File: src/rtl/qarma64_req_ctrl_pkg.sv
// Shared constants and FSM state encoding for the Qarma64 request front-end.
package qarma64_req_ctrl_pkg;

  localparam int unsigned CORE_LAT    = 17;
  localparam int unsigned LOAD_CYCLES = 1;

  typedef enum logic [1:0] {
    S_IDLE = 2'd0,
    S_LOAD = 2'd1,
    S_RUN  = 2'd2
  } state_t;

endpackage

File: src/rtl/qarma64_req_ctrl_if.sv
// Request and result handshake bundle; the controller is the slave side.
interface qarma64_req_ctrl_if #(
  parameter int unsigned TAG_W = 4
);
  logic             req_valid;
  logic             req_ready;
  logic [63:0]      req_data;
  logic [63:0]      req_tweak;
  logic [TAG_W-1:0] req_tag;
  logic             rsp_valid;
  logic             rsp_ready;
  logic [63:0]      rsp_data;
  logic [TAG_W-1:0] rsp_tag;
  logic             rsp_err;

  modport master (
    output req_valid, req_data, req_tweak, req_tag, rsp_ready,
    input  req_ready, rsp_valid, rsp_data, rsp_tag, rsp_err
  );

  modport slave (
    input  req_valid, req_data, req_tweak, req_tag, rsp_ready,
    output req_ready, rsp_valid, rsp_data, rsp_tag, rsp_err
  );
endinterface

File: src/rtl/qarma64_req_ctrl_fifo.sv
// Synchronous request FIFO; caller guarantees no push when full and no pop when empty.
module qarma_req_fifo #(
  parameter int unsigned DEPTH = 2,
  parameter int unsigned W     = 132
) (
  input  logic         clk,
  input  logic         reset,
  input  logic         push,
  input  logic [W-1:0] wdata,
  input  logic         pop,
  output logic [W-1:0] rdata,
  output logic         full,
  output logic         empty
);
  localparam int unsigned AW = (DEPTH > 1) ? $clog2(DEPTH) : 1;

  logic [W-1:0]  mem [DEPTH];
  logic [AW-1:0] wr_ptr;
  logic [AW-1:0] rd_ptr;
  logic [AW:0]   count;

  assign rdata = mem[rd_ptr];
  assign full  = (count == (AW+1)'(DEPTH));
  assign empty = (count == '0);

  always_ff @(posedge clk) begin
    if (push) mem[wr_ptr] <= wdata;
  end

  // Power-of-two depth lets the pointers wrap by plain overflow.
  always_ff @(posedge clk) begin
    if (reset) begin
      wr_ptr <= '0;
      rd_ptr <= '0;
      count  <= '0;
    end else begin
      if (push) wr_ptr <= wr_ptr + AW'(1);
      if (pop)  rd_ptr <= rd_ptr + AW'(1);
      case ({push, pop})
        2'b10:   count <= count + (AW+1)'(1);
        2'b01:   count <= count - (AW+1)'(1);
        default: count <= count;
      endcase
    end
  end
endmodule

File: src/rtl/qarma64_req_ctrl.sv
// Qarma64 request front-end: queues requests, runs the core one at a time,
// returns results with a watchdog error for a hung core.
module qarma64_req_ctrl
  import qarma64_req_ctrl_pkg::*;
#(
  parameter int unsigned DEPTH   = 2,
  parameter int unsigned TAG_W   = 4,
  parameter int unsigned TIMEOUT = 24
) (
  input  logic                clk,
  input  logic                reset,
  input  logic [127:0]        key,
  qarma64_req_ctrl_if.slave   bus,
  output logic                busy,
  output logic                core_rst_n,
  output logic [63:0]         core_in,
  output logic [63:0]         core_tweak,
  output logic [127:0]        core_key,
  input  logic [63:0]         core_out,
  input  logic                core_ready
);
  localparam int unsigned FW = 128 + TAG_W;
  localparam int unsigned CW = $clog2(TIMEOUT);

  state_t           state, state_n;
  logic [CW-1:0]    run_cnt;
  logic             push, pop, full, empty, capture, timeout_hit;
  logic [FW-1:0]    fifo_rdata;
  logic [TAG_W-1:0] cur_tag;
  logic             rsp_valid_q, rsp_err_q;
  logic [63:0]      rsp_data_q;
  logic [TAG_W-1:0] rsp_tag_q;

  assign push          = bus.req_valid & ~full;
  assign bus.req_ready = ~full;
  assign timeout_hit   = (run_cnt == CW'(TIMEOUT - 1));
  assign busy          = (state != S_IDLE) | ~empty;

  assign bus.rsp_valid = rsp_valid_q;
  assign bus.rsp_data  = rsp_data_q;
  assign bus.rsp_tag   = rsp_tag_q;
  assign bus.rsp_err   = rsp_err_q;

  qarma_req_fifo #(.DEPTH(DEPTH), .W(FW)) u_fifo (
    .clk   (clk),
    .reset (reset),
    .push  (push),
    .wdata ({bus.req_data, bus.req_tweak, bus.req_tag}),
    .pop   (pop),
    .rdata (fifo_rdata),
    .full  (full),
    .empty (empty)
  );

  always_ff @(posedge clk) begin
    if (reset) state <= S_IDLE;
    else       state <= state_n;
  end

  // A launch is held off while an undrained result occupies the output register.
  always_comb begin
    state_n    = state;
    pop        = 1'b0;
    capture    = 1'b0;
    core_rst_n = 1'b0;
    case (state)
      S_IDLE: begin
        if (!empty && (!rsp_valid_q || bus.rsp_ready)) begin
          pop     = 1'b1;
          state_n = S_LOAD;
        end
      end
      S_LOAD: state_n = S_RUN;
      S_RUN: begin
        core_rst_n = 1'b1;
        if (core_ready || timeout_hit) begin
          capture = 1'b1;
          state_n = S_IDLE;
        end
      end
      default: state_n = S_IDLE;
    endcase
  end

  always_ff @(posedge clk) begin
    if (reset) begin
      core_in    <= '0;
      core_tweak <= '0;
      core_key   <= '0;
      cur_tag    <= '0;
      run_cnt    <= '0;
    end else begin
      if (pop) begin
        {core_in, core_tweak, cur_tag} <= fifo_rdata;
        core_key <= key;
      end
      if (state == S_LOAD)     run_cnt <= '0;
      else if (state == S_RUN) run_cnt <= run_cnt + CW'(1);
    end
  end

  // Capture takes priority over a same-cycle drain so the new result is kept.
  always_ff @(posedge clk) begin
    if (reset) begin
      rsp_valid_q <= 1'b0;
      rsp_data_q  <= '0;
      rsp_tag_q   <= '0;
      rsp_err_q   <= 1'b0;
    end else if (capture) begin
      rsp_valid_q <= 1'b1;
      rsp_data_q  <= core_ready ? core_out : '0;
      rsp_tag_q   <= cur_tag;
      rsp_err_q   <= ~core_ready;
    end else if (bus.rsp_ready) begin
      rsp_valid_q <= 1'b0;
    end
  end
endmodule

File: src/flat_wrapper.sv
// flat-port wrapper written by rule: the top's interface ports become plain ports
module qarma64_req_ctrl_flat import qarma64_req_ctrl_pkg::*;
#(
  parameter int unsigned DEPTH   = 2,
  parameter int unsigned TAG_W   = 4,
  parameter int unsigned TIMEOUT = 24
)
  (clk, reset, key, busy, core_rst_n, core_in, core_tweak, core_key, core_out, core_ready, bus_req_valid, bus_req_data, bus_req_tweak, bus_req_tag, bus_rsp_ready, bus_req_ready, bus_rsp_valid, bus_rsp_data, bus_rsp_tag, bus_rsp_err);
  qarma64_req_ctrl_if #(.TAG_W(TAG_W)) bus_i ();
  input  logic clk;
  input  logic reset;
  input  logic [127:0] key;
  output logic busy;
  output logic core_rst_n;
  output logic [63:0] core_in;
  output logic [63:0] core_tweak;
  output logic [127:0] core_key;
  input  logic [63:0] core_out;
  input  logic core_ready;
  input wire logic [$bits(bus_i.req_valid)-1:0] bus_req_valid;
  input wire logic [$bits(bus_i.req_data)-1:0] bus_req_data;
  input wire logic [$bits(bus_i.req_tweak)-1:0] bus_req_tweak;
  input wire logic [$bits(bus_i.req_tag)-1:0] bus_req_tag;
  input wire logic [$bits(bus_i.rsp_ready)-1:0] bus_rsp_ready;
  output wire logic [$bits(bus_i.req_ready)-1:0] bus_req_ready;
  output wire logic [$bits(bus_i.rsp_valid)-1:0] bus_rsp_valid;
  output wire logic [$bits(bus_i.rsp_data)-1:0] bus_rsp_data;
  output wire logic [$bits(bus_i.rsp_tag)-1:0] bus_rsp_tag;
  output wire logic [$bits(bus_i.rsp_err)-1:0] bus_rsp_err;
  assign bus_i.req_valid = bus_req_valid;
  assign bus_i.req_data = bus_req_data;
  assign bus_i.req_tweak = bus_req_tweak;
  assign bus_i.req_tag = bus_req_tag;
  assign bus_i.rsp_ready = bus_rsp_ready;
  assign bus_req_ready = bus_i.req_ready;
  assign bus_rsp_valid = bus_i.rsp_valid;
  assign bus_rsp_data = bus_i.rsp_data;
  assign bus_rsp_tag = bus_i.rsp_tag;
  assign bus_rsp_err = bus_i.rsp_err;
  qarma64_req_ctrl #(.DEPTH(DEPTH), .TAG_W(TAG_W), .TIMEOUT(TIMEOUT)) u_core (.clk(clk), .reset(reset), .key(key), .bus(bus_i), .busy(busy), .core_rst_n(core_rst_n), .core_in(core_in), .core_tweak(core_tweak), .core_key(core_key), .core_out(core_out), .core_ready(core_ready));
endmodule
File: config.mk
export PLATFORM = sky130hd
export DESIGN_NAME = qarma64_req_ctrl_flat
export DESIGN_NICKNAME = d
export VERILOG_FILES = /design/src/rtl/qarma64_req_ctrl_pkg.sv /design/src/rtl/qarma64_req_ctrl_if.sv /design/src/rtl/qarma64_req_ctrl_fifo.sv /design/src/rtl/qarma64_req_ctrl.sv /design/src/flat_wrapper.sv
export SDC_FILE = /design/constraint.sdc
export NUM_CORES = 1
export LEC_CHECK = 0
export CAP_MARGIN = 40
export CORE_AREA = 2 2 259 261
export CTS_BUF_LIST = sky130_fd_sc_hd__clkbuf_2 sky130_fd_sc_hd__clkbuf_4 sky130_fd_sc_hd__clkbuf_8
export CTS_CLUSTER_SIZE = 28
export DETAILED_ROUTE_END_ITERATION = 10
export DIE_AREA = 0 0 261 263
export DONT_BUFFER_PORTS = 1
export GPL_TIMING_DRIVEN = 0
export HOLD_SLACK_MARGIN = 0.03
export PLACE_DENSITY = 0.44
export REMOVE_ABC_BUFFERS = 1
export SLEW_MARGIN = 20
export SYNTH_ARGS = -nofsm -noshare
export SYNTH_HDL_FRONTEND = slang
export SYNTH_SLANG_ARGS = --single-unit
File: constraint.sdc
create_clock -name clk -period 8.3 [get_ports clk]
set_input_delay 1.66 -clock clk [delete_from_list [all_inputs] [get_ports clk]]
set_output_delay 1.66 -clock clk [all_outputs]
set_load 0.03 [all_outputs]
# After elaboration in Yosys (flattened, before gate mapping)
# Memory sizes are Yosys's and may differ from the RTL's. A register that Yosys moved wholly into a read port is not among the register bits.
# Index checks and enable logic that the tools add are counted.
[word_totals] n_memories=1 mem_bits_ro=0 latchBits=0 wordCells=55 out_inout_bits=329 regBits=209 input_bits=329 ramBits=264
[mem_list] memory="u_core.u_fifo.mem" depth=2 width=132 read_ports=1 rd_ports_with_merged_regs=1 write_ports=1 line_no="qarma64_req_ctrl_fifo.sv:17" source="logic [W-1:0] mem [DEPTH];"
[classes] mul=0 addsub=5 eq_ne=8 n_bitwise=5 div_mod_pow=0 order_cmp=0 n_shift=0 muxes=14 reduce_logical=12
[op_table] operator="64-bit two-way mux" n=1
[op_table] operator="1-bit two-way mux" n=9
[op_table] operator="2-bit equality test (second input constant)" n=3
[op_table] operator="2-bit case mux with 3 select lines" n=1
[op_table] operator="2-bit nonzero test" n=3
[op_table] operator="5-bit by 1-bit adder with 5-bit output (second input constant)" n=1
[op_table] operator="5-bit equality test (second input constant)" n=1
[op_table] operator="2-bit by 1-bit equality test with 1-bit output (second input constant)" n=2
[op_table] operator="2-bit zero test" n=2
[op_table] operator="2-bit two-way mux" n=2
[op_table] operator="2-bit by 1-bit != test with 1-bit output (second input constant)" n=2
[op_table] operator="2-bit case mux with 2 select lines" n=1
[op_table] operator="1-bit inverter" n=3
[op_table] operator="1-bit adder (second input constant)" n=2
[op_table] operator="2-bit by 1-bit adder with 2-bit output (second input constant)" n=1
[op_table] operator="1-bit zero test" n=2
[op_table] operator="1-bit logical OR" n=2
[op_table] operator="2-bit AND reduction" n=1
[op_table] operator="2-bit OR reduction" n=1
[op_table] operator="2-bit by 1-bit subtractor with 2-bit output (second input constant)" n=1
[op_table] operator="1-bit AND" n=1
[op_table] operator="1-bit logical AND" n=1
[op_table] operator="1-bit bitwise OR" n=1

# Depth between registers and ports, before layout
[logic_depth] ltp_word=7 ltp_mapped=10 mapped_depth_nobuf=6

# Modules after synthesis
# A second synthesis with hierarchy kept.
[hier_totals] hier_cells=2005 area_unflattened_um2=23921.7
[by_module_without_submodules] module="qarma64_req_ctrl" seq_area_each_um2=6746.5 area_per_inst_um2=14133.6 cells_per_inst=1572 instances=1
[by_module_without_submodules] module="qarma_req_fifo" seq_area_each_um2=8027.7 area_per_inst_um2=9788.1 cells_per_inst=433 instances=1

# Worst setup path after synthesis
# No wires, ideal clock.
[synth_timing] path_type="input-to-reg" startpoint="input bus_req_valid" endpoint="memory u_core.u_fifo.mem[1][0], enable pin" stages=1 n_path_buf=0 arrival_time_ps=4747 setup_slack_ps=3045 setup_time_ps=508 required_ps=7792 path_cell_list="and3_1"
[synth_between] elab_chain_cells=3
[synth_lines] element="start: declaration" line_no="flat_wrapper.sv:20" source="input wire logic [$bits(bus_i.req_valid)-1:0] bus_req_valid;"
[synth_lines] element="1-bit AND" line_no="qarma64_req_ctrl.sv:34" source="assign push = bus.req_valid & ~full;"
[synth_lines] element="1-bit two-way mux" line_no="qarma64_req_ctrl_fifo.sv:27" source="if (push) mem[wr_ptr] <= wdata;"
[synth_lines] element="1-bit two-way mux (implied by the code)" line_no="qarma64_req_ctrl_fifo.sv:27"
[synth_lines] element="end: declaration" line_no="qarma64_req_ctrl_fifo.sv:17"
# Every way passes these cells.

# Worst setup path in the final report
[layout_timing] startpoint="register u_core.u_fifo.count[0]" endpoint="output busy"
[layout_between] elab_chain_cells=3
[layout_lines] element="start: declaration" line_no="qarma64_req_ctrl_fifo.sv:20" source="logic [AW:0] count;"
[layout_lines] element="start signal: assignment" line_no="qarma64_req_ctrl_fifo.sv:40" source="2'b10: count <= count + (AW+1)'(1);"
[layout_lines] element="start signal: assignment" line_no="qarma64_req_ctrl_fifo.sv:41" source="2'b01: count <= count - (AW+1)'(1);"
[layout_lines] element="start signal: assignment" line_no="qarma64_req_ctrl_fifo.sv:42" source="default: count <= count;"
[layout_lines] element="2-bit zero test" line_no="qarma64_req_ctrl_fifo.sv:24" source="assign empty = (count == '0);"
[layout_lines] element="1-bit inverter" line_no="qarma64_req_ctrl.sv:37" source="assign busy = (state != S_IDLE) | ~empty;"
[layout_lines] element="1-bit bitwise OR" line_no="qarma64_req_ctrl.sv:37"
[layout_lines] element="end: declaration" line_no="flat_wrapper.sv:13" source="output logic busy;"
# Every way passes these cells.

==> flow_summary_export.csv <==
group,metric,value,unit
outcome,status,"complete, no violations",
yosys,synth_edf_count,264,
global_route,grt_max_degree,417,
sta,relSlewSlack,19.5,%
setup_path,slowest_stage,"or2_4",
final_layout,fin_util,40.0,%
worst_hold_path,min_from,"u_core.run_cnt[1]",
yosys,synth_seq_area_share,64.9,%
setup_path,cp.arrival,2520,ps
power_and_ir_drop,peakVddDrop,0.299,mV
routing,vias_per_cell,5.19,
setup_path,r2r_slack,5460,ps
yosys,yosysTopAreaCellShare,34.9,%
clock_network,ctsResizeCount,0,
sta,fmaxAchievable,239,MHz
setup_path,worstReg2RegEnd,"u_core.core_key[97]",
setup_path,worstPathCellList,"or2_4 > buf_12 > buf_16 > or3_1",
final_layout,final_common_cell,"dfxtp_1",
yosys,synth_cells,1675,
worst_hold_path,min_to,"u_core.run_cnt[1]",
yosys,yosys.area.top_type,"edfxtp_1",
final_layout,layout_common_cells,"dfxtp_1, edfxtp_1, nand2b_1, mux2i_1, a31oi_1",
clock_network,cts-htree-levels,3,
global_route,grt_usage,18.4,%
routing,ant_nets,0,
global_route,grt-ovfl-total,0,
sta,fin_crit_sh,50.4,%
floorplan,start_util,34.7,%
clock_network,clockBufferDepth,3,
setup_path,crit_path_max_fanout,42,
routing,drcViolationCount,0,
global_route,antenna_found_initial,6,
setup_path,critical_path_required,6640,ps
routing,dr.pass1.iters,4,
final_layout,drive_above_1_share,16.2,%
run,maxCapViolations,0,
clock_network,cts_root_buffer,"clkbuf_8",
yosys,synthFlopType,"dfxtp_1",
final_layout,synthToLayoutAreaGrowth,15.4,%
clock_network,cts.clk_slew.worst_paths,60,ps
yosys,ys_async_sr_fraction,0,%
sta,timing.hold.ws,484,ps
routing,routedWlPerCell,25.2,um
routing,drt-total-wl,66.2,mm
yosys,avgSynthCellArea,13.6,um^2
setup_path,critPathLaunchType,"flip-flop",
floorplan,core,0.0656,mm^2
yosys,ys_types,37,
clock_network,cts_num_sinks,605,
power_and_ir_drop,p_leak,0.00895,uW
worst_hold_path,whs_path_depth,2,
sta,hold_viol,0,
sta,worstMarginPinSlew,1210,ps
floorplan,die_area,0.0686,mm^2
setup_path,reg2reg_from,"u_core.u_fifo.count[0]",
final_layout,nets,1995,
floorplan,die_h,263,um
sta,fin_skew,39.1,ps
setup_path,critPathMaxStageDelay,450,ps
sta,rsz0062_at_grt,"false",
setup_path,worstRegToRegCells,7,
clock_network,cts_made_buffers,107,
clock_network,cts_tree,"done",
placement,portBuffers,0,
routing,vias,13600,
yosys,synthTopCellsByArea,"edfxtp_1, dfxtp_1, mux2i_1",
power_and_ir_drop,powerDensity,427,mW/mm^2
sta,finalSetupViolations,0,
clock_network,ctsHoldBuffers,0,
yosys,ys_ff_latch,605,
setup_path,crit_path_start,"u_core.u_fifo.count[0]",
setup_path,path_class,"reg2out",
placement,dpl.hpwl,42.8,mm
floorplan,rows,94,
setup_path,crit_path_end_kind,"primary output",
floorplan,die_x,261,um
global_route,grt_pass1_wl,94.8,mm
global_route,grt_pass1_vias,13900,
routing,drt_iter0_drc,651,
worst_hold_path,min_path_type,"reg2reg",
yosys,yosysWarnings,0,
placement,place.gp.congestion,0.796,
yosys,mappedNetlistArea,0.0227,mm^2
floorplan,pin_count,658,
clock_network,postCtsSetupBuffers,0,
final_layout,num-fill-cells,6127,
clock_network,insertion_delay,700,ps
sta,layout_min_cycle_time,4180,ps
sta,drv_slew,0,
[registers in the layout, indices dropped and copies added, names as in the netlist]
signal and count:
u_core.bus.rsp_data 64, u_core.bus.rsp_err 1, u_core.bus.rsp_tag 4, u_core.bus.rsp_valid 1
u_core.core_in 64, u_core.core_key 128, u_core.core_tweak 64, u_core.cur_tag 4
u_core.run_cnt 5, u_core.state 2, u_core.u_fifo.count 2, u_core.u_fifo.mem 264
u_core.u_fifo.rd_ptr 1, u_core.u_fifo.wr_ptr 1
[cell type report]
class	count	area [um^2]	share of cell area [%]
antenna	5	12.5	0.0477
clock buffer	176	2130	8.11
clock inverter	25	195	0.744
inverter	2	15.0	0.0572
multi-input combinational	916	7340	28.0
sequential	605	14800	56.2
tap	864	1080	4.12
timing repair buffer	32	716	2.73
[metrics by stage]
step	setup slack (ps)	power [uW]	setup TNS [ps]	area [um^2]	cells
4_1_cts	4040	11400	0	26200	2620
6_report	4120	11200	0	26200	2625
3_5_place_dp	4560	8410	0	23900	2419
3_3_place_gp	-12020	7760	-2896720	23100	2387
5_1_grt	3970	11800	0	26200	2625
2_1_floorplan	-4530	6890	-956680	22100	1523
[where the power goes]
part,leakage (uW),internal [uW],total (uW),switching [uW]
registers,0.00526,3850,5490,1640
logic,0.00244,1230,2790,1560
clock network,0.00125,1660,2910,1250
[per-layer routing]
layer / track usage (%) / part of all wire (%) / up-vias
li1: - / - / 6281
met1: 20.0 / 37 / 6763
met2: 31.1 / 49 / 481
met3: 9.46 / 11 / 95
met4: 5.71 / 2.2 / 6
met5: 0 / 0.082 / -
[synth_stat cells, types with 2 or more instances]
master / instances
dfxtp_1: 341
edfxtp_1: 264
nand2b_1: 261
mux2i_1: 260
a31oi_1: 132
clkbuf_1: 113
a211oi_1: 89
a22o_1: 64
a211oi_2: 44
buf_2: 25
buf_6: 11
a21oi_1: 8
nand4b_1: 8
nand3b_1: 6
or3_1: 5
nand4_1: 4
nor2_1: 4
o21ai_0: 4
or4b_2: 4
nand2_1: 3
nor2b_1: 3
and3_1: 2
buf_1: 2
ha_1: 2
nand3_1: 2
xnor2_1: 2
xor2_1: 2
[how the worst max path moves through the flow]
stage                                        end  slack (ps)  cells after the start
after floorplan           u_core.u_fifo.count[1]       -4530                      5
after global placement    u_core.u_fifo.count[1]      -12020                      5
after CTS                                   busy        4040                      4
final                                       busy        4120                      4
after detailed placement     u_core.core_key[97]        4560                      6
after global routing                        busy        3970                      4
[logic make-up after synthesis]
| kind of cell | count (synthesis) | share of synthesized area (%) |
|---|---|---|
| compound gates | 342 | 11.8 |
| flops | 605 | 64.9 |
| xor+xnor | 4 | 0.154 |
| mux | 261 | 11.5 |
| simple gates | 307 | 8.56 |
| fa+ha+maj | 2 | 0.110 |
| buf+inv | 154 | 3.06 |
[worst max-delay path: cells and delay by family (launching register included)]
family                 cells  cell delay [ps]
buffers and inverters      2              520
AND/OR/NAND/NOR            2              860
flip-flops                 1              390
Note: power is estimated with default switching activity, not from simulation.
